<file path="config.mk">
export PLATFORM = sky130hd
export DESIGN_NAME = xor_stream_cipher_flat
export DESIGN_NICKNAME = d
export VERILOG_FILES = /design/src/rtl/xor_stream_cipher_if.sv /design/src/rtl/xor_stream_cipher.sv /design/src/flat_wrapper.sv
export SDC_FILE = /design/constraint.sdc
export NUM_CORES = 1
export LEC_CHECK = 0
export CAP_MARGIN = 20
export CORE_MARGIN = 5
export CORE_UTILIZATION = 55
export DETAILED_ROUTE_END_ITERATION = 16
export PLACE_DENSITY_LB_ADDON = 0.15
export SYNTH_ARGS = -nofsm -noshare
export SYNTH_HDL_FRONTEND = slang
export SYNTH_SLANG_ARGS = --single-unit
</file>
<file path="constraint.sdc">
create_clock -name iClk -period 2.8 [get_ports iClk]
set_clock_uncertainty 0.05 [all_clocks]
set_input_delay 0.56 -clock iClk [delete_from_list [all_inputs] [get_ports iClk]]
set_output_delay 0.56 -clock iClk [all_outputs]
set_load 0.01 [all_outputs]
</file>
<file path="src/rtl/xor_stream_cipher_if.sv">
// rtl/xor_stream_cipher_if.sv - serial control/data and ciphertext framing bundle for xor_stream_cipher
interface xor_stream_cipher_if;
    logic en;
    logic data_in;
    logic load_key;
    logic load_msg;
    logic mode;
    logic serial_out;
    logic serial_valid;
    logic serial_start;
    logic serial_end;
    logic key_ready;
    logic busy;
    logic key_missing;

    modport master (
        output en, data_in, load_key, load_msg, mode,
        input  serial_out, serial_valid, serial_start, serial_end, key_ready, busy, key_missing
    );

    modport slave (
        input  en, data_in, load_key, load_msg, mode,
        output serial_out, serial_valid, serial_start, serial_end, key_ready, busy, key_missing
    );
endinterface

</file>
<file path="src/rtl/xor_stream_cipher.sv">
// rtl/xor_stream_cipher.sv - serial key load and streaming XOR encryption with repeating or LFSR keystream
module xor_stream_cipher #(
    parameter int KEY_BITS = 32,
    parameter int MSG_BITS = 512,
    parameter logic [KEY_BITS-1:0] LFSR_TAPS = KEY_BITS'(32'h80200003)
) (
    input logic iClk,
    input logic iRst,
    xor_stream_cipher_if.slave bus
);
    localparam int KCW = $clog2(KEY_BITS + 1);
    localparam int FCW = $clog2(MSG_BITS + 1);

    typedef enum logic [1:0] {IDLE, KEY_LOAD, FRAME} state_t;

    state_t state, state_nxt;

    logic [KEY_BITS-1:0] key, wk;
    logic [KCW-1:0]      kcnt;
    logic [FCW-1:0]      fcnt;
    logic                mode_q;
    logic                out_bit, valid, start, fin, key_ready, busy, key_missing;

    logic                key_shift, key_done, consume, first, last, miss;
    logic [KEY_BITS-1:0] src;
    logic                src_mode, fb;

    always_comb begin
        state_nxt = state;
        key_shift = 1'b0;
        key_done  = 1'b0;
        consume   = 1'b0;
        first     = 1'b0;
        last      = 1'b0;
        miss      = 1'b0;
        if (bus.en) begin
            case (state)
                IDLE: begin
                    if (bus.load_key) begin
                        key_shift = 1'b1;
                        state_nxt = KEY_LOAD;
                    end else if (bus.load_msg && key_ready) begin
                        consume   = 1'b1;
                        first     = 1'b1;
                        last      = (MSG_BITS == 1);
                        state_nxt = last ? IDLE : FRAME;
                    end else if (bus.load_msg) begin
                        miss = 1'b1;
                    end
                end
                KEY_LOAD: begin
                    if (bus.load_key) begin
                        key_shift = 1'b1;
                        if (kcnt == KCW'(KEY_BITS - 1)) begin
                            key_done  = 1'b1;
                            state_nxt = IDLE;
                        end
                    end else begin
                        state_nxt = IDLE;
                    end
                end
                FRAME: begin
                    if (bus.load_msg) begin
                        consume = 1'b1;
                        last    = (fcnt == FCW'(MSG_BITS - 1));
                        if (last) state_nxt = IDLE;
                    end
                end
                default: state_nxt = IDLE;
            endcase
        end
    end

    // The first frame bit runs straight off the loaded key and the live mode pin.
    always_comb begin
        src      = first ? key : wk;
        src_mode = first ? bus.mode : mode_q;
        fb       = src_mode ? ^(src & LFSR_TAPS) : src[KEY_BITS-1];
    end

    always_ff @(posedge iClk or posedge iRst) begin
        if (iRst) state <= IDLE;
        else      state <= state_nxt;
    end

    always_ff @(posedge iClk or posedge iRst) begin
        if (iRst) begin
            key         <= '0;
            wk          <= '0;
            kcnt        <= '0;
            fcnt        <= '0;
            mode_q      <= 1'b0;
            out_bit     <= 1'b0;
            valid       <= 1'b0;
            start       <= 1'b0;
            fin         <= 1'b0;
            key_ready   <= 1'b0;
            busy        <= 1'b0;
            key_missing <= 1'b0;
        end else begin
            valid <= 1'b0;
            start <= 1'b0;
            fin   <= 1'b0;
            if (key_shift) begin
                key  <= {key[KEY_BITS-2:0], bus.data_in};
                kcnt <= (state == IDLE) ? KCW'(1) : kcnt + 1'b1;
                if (state == IDLE) key_ready <= 1'b0;
            end
            if (key_done) begin
                key_ready   <= 1'b1;
                key_missing <= 1'b0;
            end
            if (miss) key_missing <= 1'b1;
            if (consume) begin
                out_bit <= bus.data_in ^ src[KEY_BITS-1];
                valid   <= 1'b1;
                start   <= first;
                wk      <= {src[KEY_BITS-2:0], fb};
                if (first) mode_q <= bus.mode;
                fin     <= last;
                busy    <= !last;
                fcnt    <= last ? '0 : fcnt + 1'b1;
            end
        end
    end

    assign bus.serial_out   = out_bit;
    assign bus.serial_valid = valid;
    assign bus.serial_start = start;
    assign bus.serial_end   = fin;
    assign bus.key_ready    = key_ready;
    assign bus.busy         = busy;
    assign bus.key_missing  = key_missing;
endmodule

</file>
<file path="src/flat_wrapper.sv">
// flat-port wrapper written by rule: the top's interface ports become plain ports
module xor_stream_cipher_flat 
#(
    parameter int KEY_BITS = 32,
    parameter int MSG_BITS = 512,
    parameter logic [KEY_BITS-1:0] LFSR_TAPS = KEY_BITS'(32'h80200003)
)
  (iClk, iRst, bus_en, bus_data_in, bus_load_key, bus_load_msg, bus_mode, bus_serial_out, bus_serial_valid, bus_serial_start, bus_serial_end, bus_key_ready, bus_busy, bus_key_missing);
  xor_stream_cipher_if bus_i ();
  input logic iClk;
  input logic iRst;
  input wire logic [$bits(bus_i.en)-1:0] bus_en;
  input wire logic [$bits(bus_i.data_in)-1:0] bus_data_in;
  input wire logic [$bits(bus_i.load_key)-1:0] bus_load_key;
  input wire logic [$bits(bus_i.load_msg)-1:0] bus_load_msg;
  input wire logic [$bits(bus_i.mode)-1:0] bus_mode;
  output wire logic [$bits(bus_i.serial_out)-1:0] bus_serial_out;
  output wire logic [$bits(bus_i.serial_valid)-1:0] bus_serial_valid;
  output wire logic [$bits(bus_i.serial_start)-1:0] bus_serial_start;
  output wire logic [$bits(bus_i.serial_end)-1:0] bus_serial_end;
  output wire logic [$bits(bus_i.key_ready)-1:0] bus_key_ready;
  output wire logic [$bits(bus_i.busy)-1:0] bus_busy;
  output wire logic [$bits(bus_i.key_missing)-1:0] bus_key_missing;
  assign bus_i.en = bus_en;
  assign bus_i.data_in = bus_data_in;
  assign bus_i.load_key = bus_load_key;
  assign bus_i.load_msg = bus_load_msg;
  assign bus_i.mode = bus_mode;
  assign bus_serial_out = bus_i.serial_out;
  assign bus_serial_valid = bus_i.serial_valid;
  assign bus_serial_start = bus_i.serial_start;
  assign bus_serial_end = bus_i.serial_end;
  assign bus_key_ready = bus_i.key_ready;
  assign bus_busy = bus_i.busy;
  assign bus_key_missing = bus_i.key_missing;
  xor_stream_cipher #(.KEY_BITS(KEY_BITS), .MSG_BITS(MSG_BITS), .LFSR_TAPS(LFSR_TAPS)) u_core (.iClk(iClk), .iRst(iRst), .bus(bus_i));
endmodule
</file>
==> flow_summary.yaml, run 1 <==
run_status:
  status: "complete, no violations"
yosys:
  yosysUniqueCellTypes: 51
  synthCells: 416
  ys_seq_area_frac: 0.551
  synth_flop_cell: "dfrtp_1"
  synth-warning-count: 0
  synth_seq_cells: 90
  synth_area_per_cell_um2: 9.82
  async_flop_share: 1.00
  synth_fp_nets: 425
  synth_edf_count: 0
  netlist_area_um2: 4090
sta:
  setup_viol: 0
  finalSetupTns_ns: 0
  setup_slack_ns: 0.689
  slew_headroom: 0.585
  max_freq_ghz: 0.474
  min_period_over_period: 0.754
  hold_viol_final: 0
  drv_slew: 0
  rsz0062_at_grt: "false"
  worst_pin_slew_ns: 0.622
  fin_crit_ns: 2.11
  fin_hold_ws_ns: 0.420
grt:
  grt_pass1_wl_um: 13000
  overflow: 0
  grt_max_degree: 53
  antenna_found_initial: 0
  grt_pass1_vias: 2735
  grt.total_usage: 0.181
clock_tree:
  ctsResizeCount: 0
  clk_pin_slew_ns: 0.09
  htreeDepth: 3
  postCtsSetupRepairBufs: 0
  cts_root_buffer: "clkbuf_8"
  cts_tree: "done"
  clockBufferDepth: 2
  ctsHoldBuffers: 0
  clkSinkCount: 90
  cts_buffers: 9
  worst_skew_pair.late_latency_ns: 0.35
floorplanning:
  rows: 31
  dieArea_um2: 9250
  start_util: 0.563
  ios: 14
  die_h_um: 96.2
  die_w_um: 96.2
  core_um2: 7250
detailed_routing:
  drt_iter0_drc: 181
  totalWireLength_um: 7370
  wl_per_cell_um: 13.9
  drc: 0
  firstDrtPassIters: 5
  vias_per_cell: 5.30
  num_vias: 2806
  drtAntennaViolNets: 0
power_and_ir_drop:
  peakVddDrop_mv: 0.323
  p_per_area_nw_per_um2: 569
  power_leakage_nw: 2.15
placement:
  gp_congestion: 0.787
  dp_cells: 513
  post-place-ws_ns: 0.302
  placed_area_um2: 4270
  dpl.hpwl_um: 4900
  io_buffer_count: 13
layout:
  drive_gt1_frac: 0.0884
  design_area_um2: 4460
  diodes: 0
  final_cell_count_no_fill: 529
  area_growth_pct: 9.06
  fin_nets: 434
job:
  maxCapViolations: 0
min_path:
  min_delay_path_depth: 1
  hold_start: "u_core.fcnt[6]"
  hold_class: "flip-flop to flip-flop"
worst_setup_path:
  end_kind: "flip-flop"
  crit_type: "input port to flip-flop"
  critPathRequiredTime_ns: 2.99
  reg2reg_depth: 4
  crit_arrival_ns: 2.30
  cp-start-kind: "input port"
  cp_max_fo: 24
  worstSetupStartpoint: "bus_en"
  r2r_start: "u_core.state[1]"
## flip-flops by register name, summed over array words and instances, names as in the netlist, 2 cells and up
| signal | count |
|---|---|
| u_core.wk | 32 |
| u_core.state | 2 |
| u_core.fcnt | 10 |
| u_core.kcnt | 6 |
| u_core.key | 32 |
## synth_stat cells (3+ instances only)
cell type  instances  area (um2)
nand2_1          146         548
clkbuf_1           3        11.3
buf_2             10        50.1
inv_1              7        26.3
a31oi_1            4        25.0
nor3b_2            3        37.5
o21ai_1            6        30.0
o21ai_0           32         160
buf_4              6        45.0
xor2_1             5        43.8
o31ai_1            3        22.5
dfrtp_1           90        2250
o22ai_1            3        18.8
buf_6              4        45.0
xnor2_1            4        35.0
mux2i_1           27         270
nor2_1            17        63.8
nand3_1            7        35.0
## area by class of cell
cell class	instances	area, um2
fill	634	2800
sequential	90	2250
multi-input combinational	294	1640
timing repair buffer	22	223
clock buffer	11	131
tap	99	124
clock inverter	5	55.1
inverter	8	33.8
## cells in the final DEF (no fill, tap or decap), drive strengths merged, types with 3 or more instances in the layout
master / count
a31oi: 4
buf: 9
clkbuf: 11
clkdlybuf4s50: 13
clkinvlp: 3
dfrtp: 90
inv: 7
mux2i: 27
nand2: 147
nand3: 7
nor2: 17
nor3b: 3
o21ai: 38
o22ai: 3
o31ai: 3
xnor2: 4
xor2: 5
## worst paths after layout
path / endpoint / slack (ns)
max in group asynchronous: u_core.fcnt[9] / 1.55
hold / removal: u_core.fcnt[6] / 0.42
setup reg to reg: u_core.wk[0] / 0.92
min in group asynchronous: u_core.key[10] / 0.54
hold reg to reg: u_core.fcnt[6] / 0.42
setup / recovery: u_core.wk[4] / 0.69
## metrics by stage
| stage | total power (W) | util |
|---|---|---|
| after floorplan | 0.00164 | - |
| after global placement | 0.00171 | 0.589 |
| after detailed placement | 0.00172 | 0.589 |
| after CTS | 0.00257 | 0.614 |
| after global routing | 0.00267 | 0.614 |
| final | 0.00253 | 0.614 |
## metal layers
metal | track usage | vias to the layer above | routed length [um]
met3 | 0.0422 | 9 | 187
met1 | 0.245 | 1367 | 3590
met4 | 0.0533 | 0 | 92
met2 | 0.292 | 30 | 3510
met5 | 0 | - | 0
li1 | - | 1400 | -
## cell families after synthesis
kind of cell | count (synthesis) | share of synthesized area
XOR/XNOR | 10 | 0.0248
flip-flops | 90 | 0.551
multiplexers | 27 | 0.0661
adder cells (fa/ha/maj) | 2 | 0.00612
AND/OR/NAND/NOR | 192 | 0.207
AO/OA/AOI/OAI | 63 | 0.0971
buffers and inverters | 32 | 0.0481
## worst max-delay path: stages
cell and delay, ns:
clkdlybuf4s50_1 0.60, and3b_1 0.41, nand2_4 0.08, inv_2 0.30, buf_4 0.24, o21ai_0 0.10
## power breakdown
part           total, W  switching, W  internal (W)
sequential      0.00147     0.0000792       0.00139
combinational  0.000219      0.000125     0.0000936
clock          0.000845      0.000435      0.000410
(Power assumes the default switching activity.)
==> run 2, diff against run 1 <==
- clock period: 2.8 -> 1.9 ns (I/O delays scaled with it)
==> flow_summary.yaml, run 2 (synthesis results as in run 1) <==
clock_tree:
  cts_root_buffer: "clkbuf_8"
  clockBufferDepth: 2
  ctsResizeCount: 0
  cts_tree: "done"
  postCtsSetupRepairBufs: 0
  worst_skew_pair.late_latency_ns: 0.36
  clkSinkCount: 90
  htreeDepth: 3
  ctsHoldBuffers: 0
  clk_pin_slew_ns: 0.10
  cts_buffers: 9
detailed_routing:
  drc: 0
  totalWireLength_um: 7700
  vias_per_cell: 5.34
  num_vias: 2961
  drt_iter0_drc: 140
  wl_per_cell_um: 13.9
  drtAntennaViolNets: 0
  firstDrtPassIters: 4
sta:
  drv_slew: 0
  min_period_over_period: 0.934
  finalSetupTns_ns: 0
  slew_headroom: 0.741
  max_freq_ghz: 0.563
  setup_viol: 0
  fin_crit_ns: 1.78
  rsz0062_at_grt: "false"
  hold_viol_final: 0
  worst_pin_slew_ns: 0.387
floorplanning:
  die_h_um: 96.2
  ios: 14
  rows: 31
  dieArea_um2: 9250
  start_util: 0.563
  core_um2: 7250
  die_w_um: 96.2
power_and_ir_drop:
  p_per_area_nw_per_um2: 842
  peakVddDrop_mv: 0.464
  power_leakage_nw: 2.32
grt:
  grt_pass1_wl_um: 13600
  overflow: 0
  grt.total_usage: 0.190
  grt_pass1_vias: 2914
  grt_max_degree: 40
  antenna_found_initial: 0
worst_setup_path:
  path_cells: "clkdlybuf4s50_1"
  reg2reg_slack_ns: 0.22
  cp_slowest_cell: "clkdlybuf4s50_1"
  end_kind: "output pin"
  cp_max_fo: 5
  worstSetupStartpoint: "u_core.bus.key_ready"
  r2r_start: "u_core.kcnt[0]"
  critPathRequiredTime_ns: 1.47
  crit_type: "flip-flop to output pin"
  crit_arrival_ns: 1.35
  path_delay_family: "buffers and inverters"
  crit_buf_inv: 1
  slowest_delay_ns: 0.57
  cp-start-kind: "flip-flop"
layout:
  top_regs: "u_core.key x32, u_core.wk x32, u_core.fcnt x10"
  design_area_um2: 4780
  layout_common_cells: "146 x nand2_1, 90 x dfrtp_1, 32 x o21ai_0"
  diodes: 0
  drive_gt1_frac: 0.143
  area_growth_pct: 16.9
  layout_commonest_cell: "nand2_1"
  fin_nets: 459
run_status:
  status: "complete, no violations"
placement:
  gp_congestion: 0.803
  io_buffer_count: 13
  dpl.hpwl_um: 5360
  placed_area_um2: 4550
job:
  maxCapViolations: 0
min_path:
  hold_class: "input port to async pin"
[run 2: final timing paths]
check / end / depth (start not counted)
min in group iClk: u_core.fcnt[6] / 1
setup / recovery: bus_key_ready / 1
max in group asynchronous: u_core.state[1] / 3
hold reg to reg: u_core.fcnt[6] / 1
setup reg to reg: u_core.state[0] / 5
hold / removal: u_core.wk[4] / 2
[run 2: final cells by class]
class / instances / area (um2)
inverter: 8 / 33.8
clock buffer: 10 / 138
timing repair buffer: 47 / 498
fill: 594 / 2470
tap: 99 / 124
clock inverter: 6 / 95.1
multi-input combinational: 294 / 1640
sequential: 90 / 2250
[run 2: through the flow]
step / setup WS, ns / util / std cells / hold slack [ns] / total power, W
detailed placement: -0.144 / 0.627 / 538 / 0.410 / 0.00256
global route: 0.0562 / 0.659 / 554 / 0.303 / 0.00421
floorplan: 0.358 / - / 416 / 0.385 / 0.00242
finish: 0.125 / 0.659 / 554 / 0.288 / 0.00402
global placement: -0.117 / 0.627 / 538 / 0.402 / 0.00255
CTS: 0.103 / 0.659 / 554 / 0.290 / 0.00406
[run 2: where the power goes]
part           internal [W]  total (W)  switching [W]
Sequential          0.00205    0.00217       0.000114
Combinational      0.000162   0.000355       0.000193
Clock              0.000791    0.00150       0.000709
[run 2: metal layers]
layer / track usage / vias up / share of wire
li1: - / 1458 / -
met1: 0.248 / 1460 / 0.47
met2: 0.315 / 35 / 0.49
met3: 0.0352 / 8 / 0.026
met4: 0.0711 / 0 / 0.015
met5: 0 / - / 0
==> run 3, diff against run 2 <==
- SLEW_MARGIN: unset -> 30
==> results of run 3 <==
Final layout, timing and power as in run 2 (identical DEF).
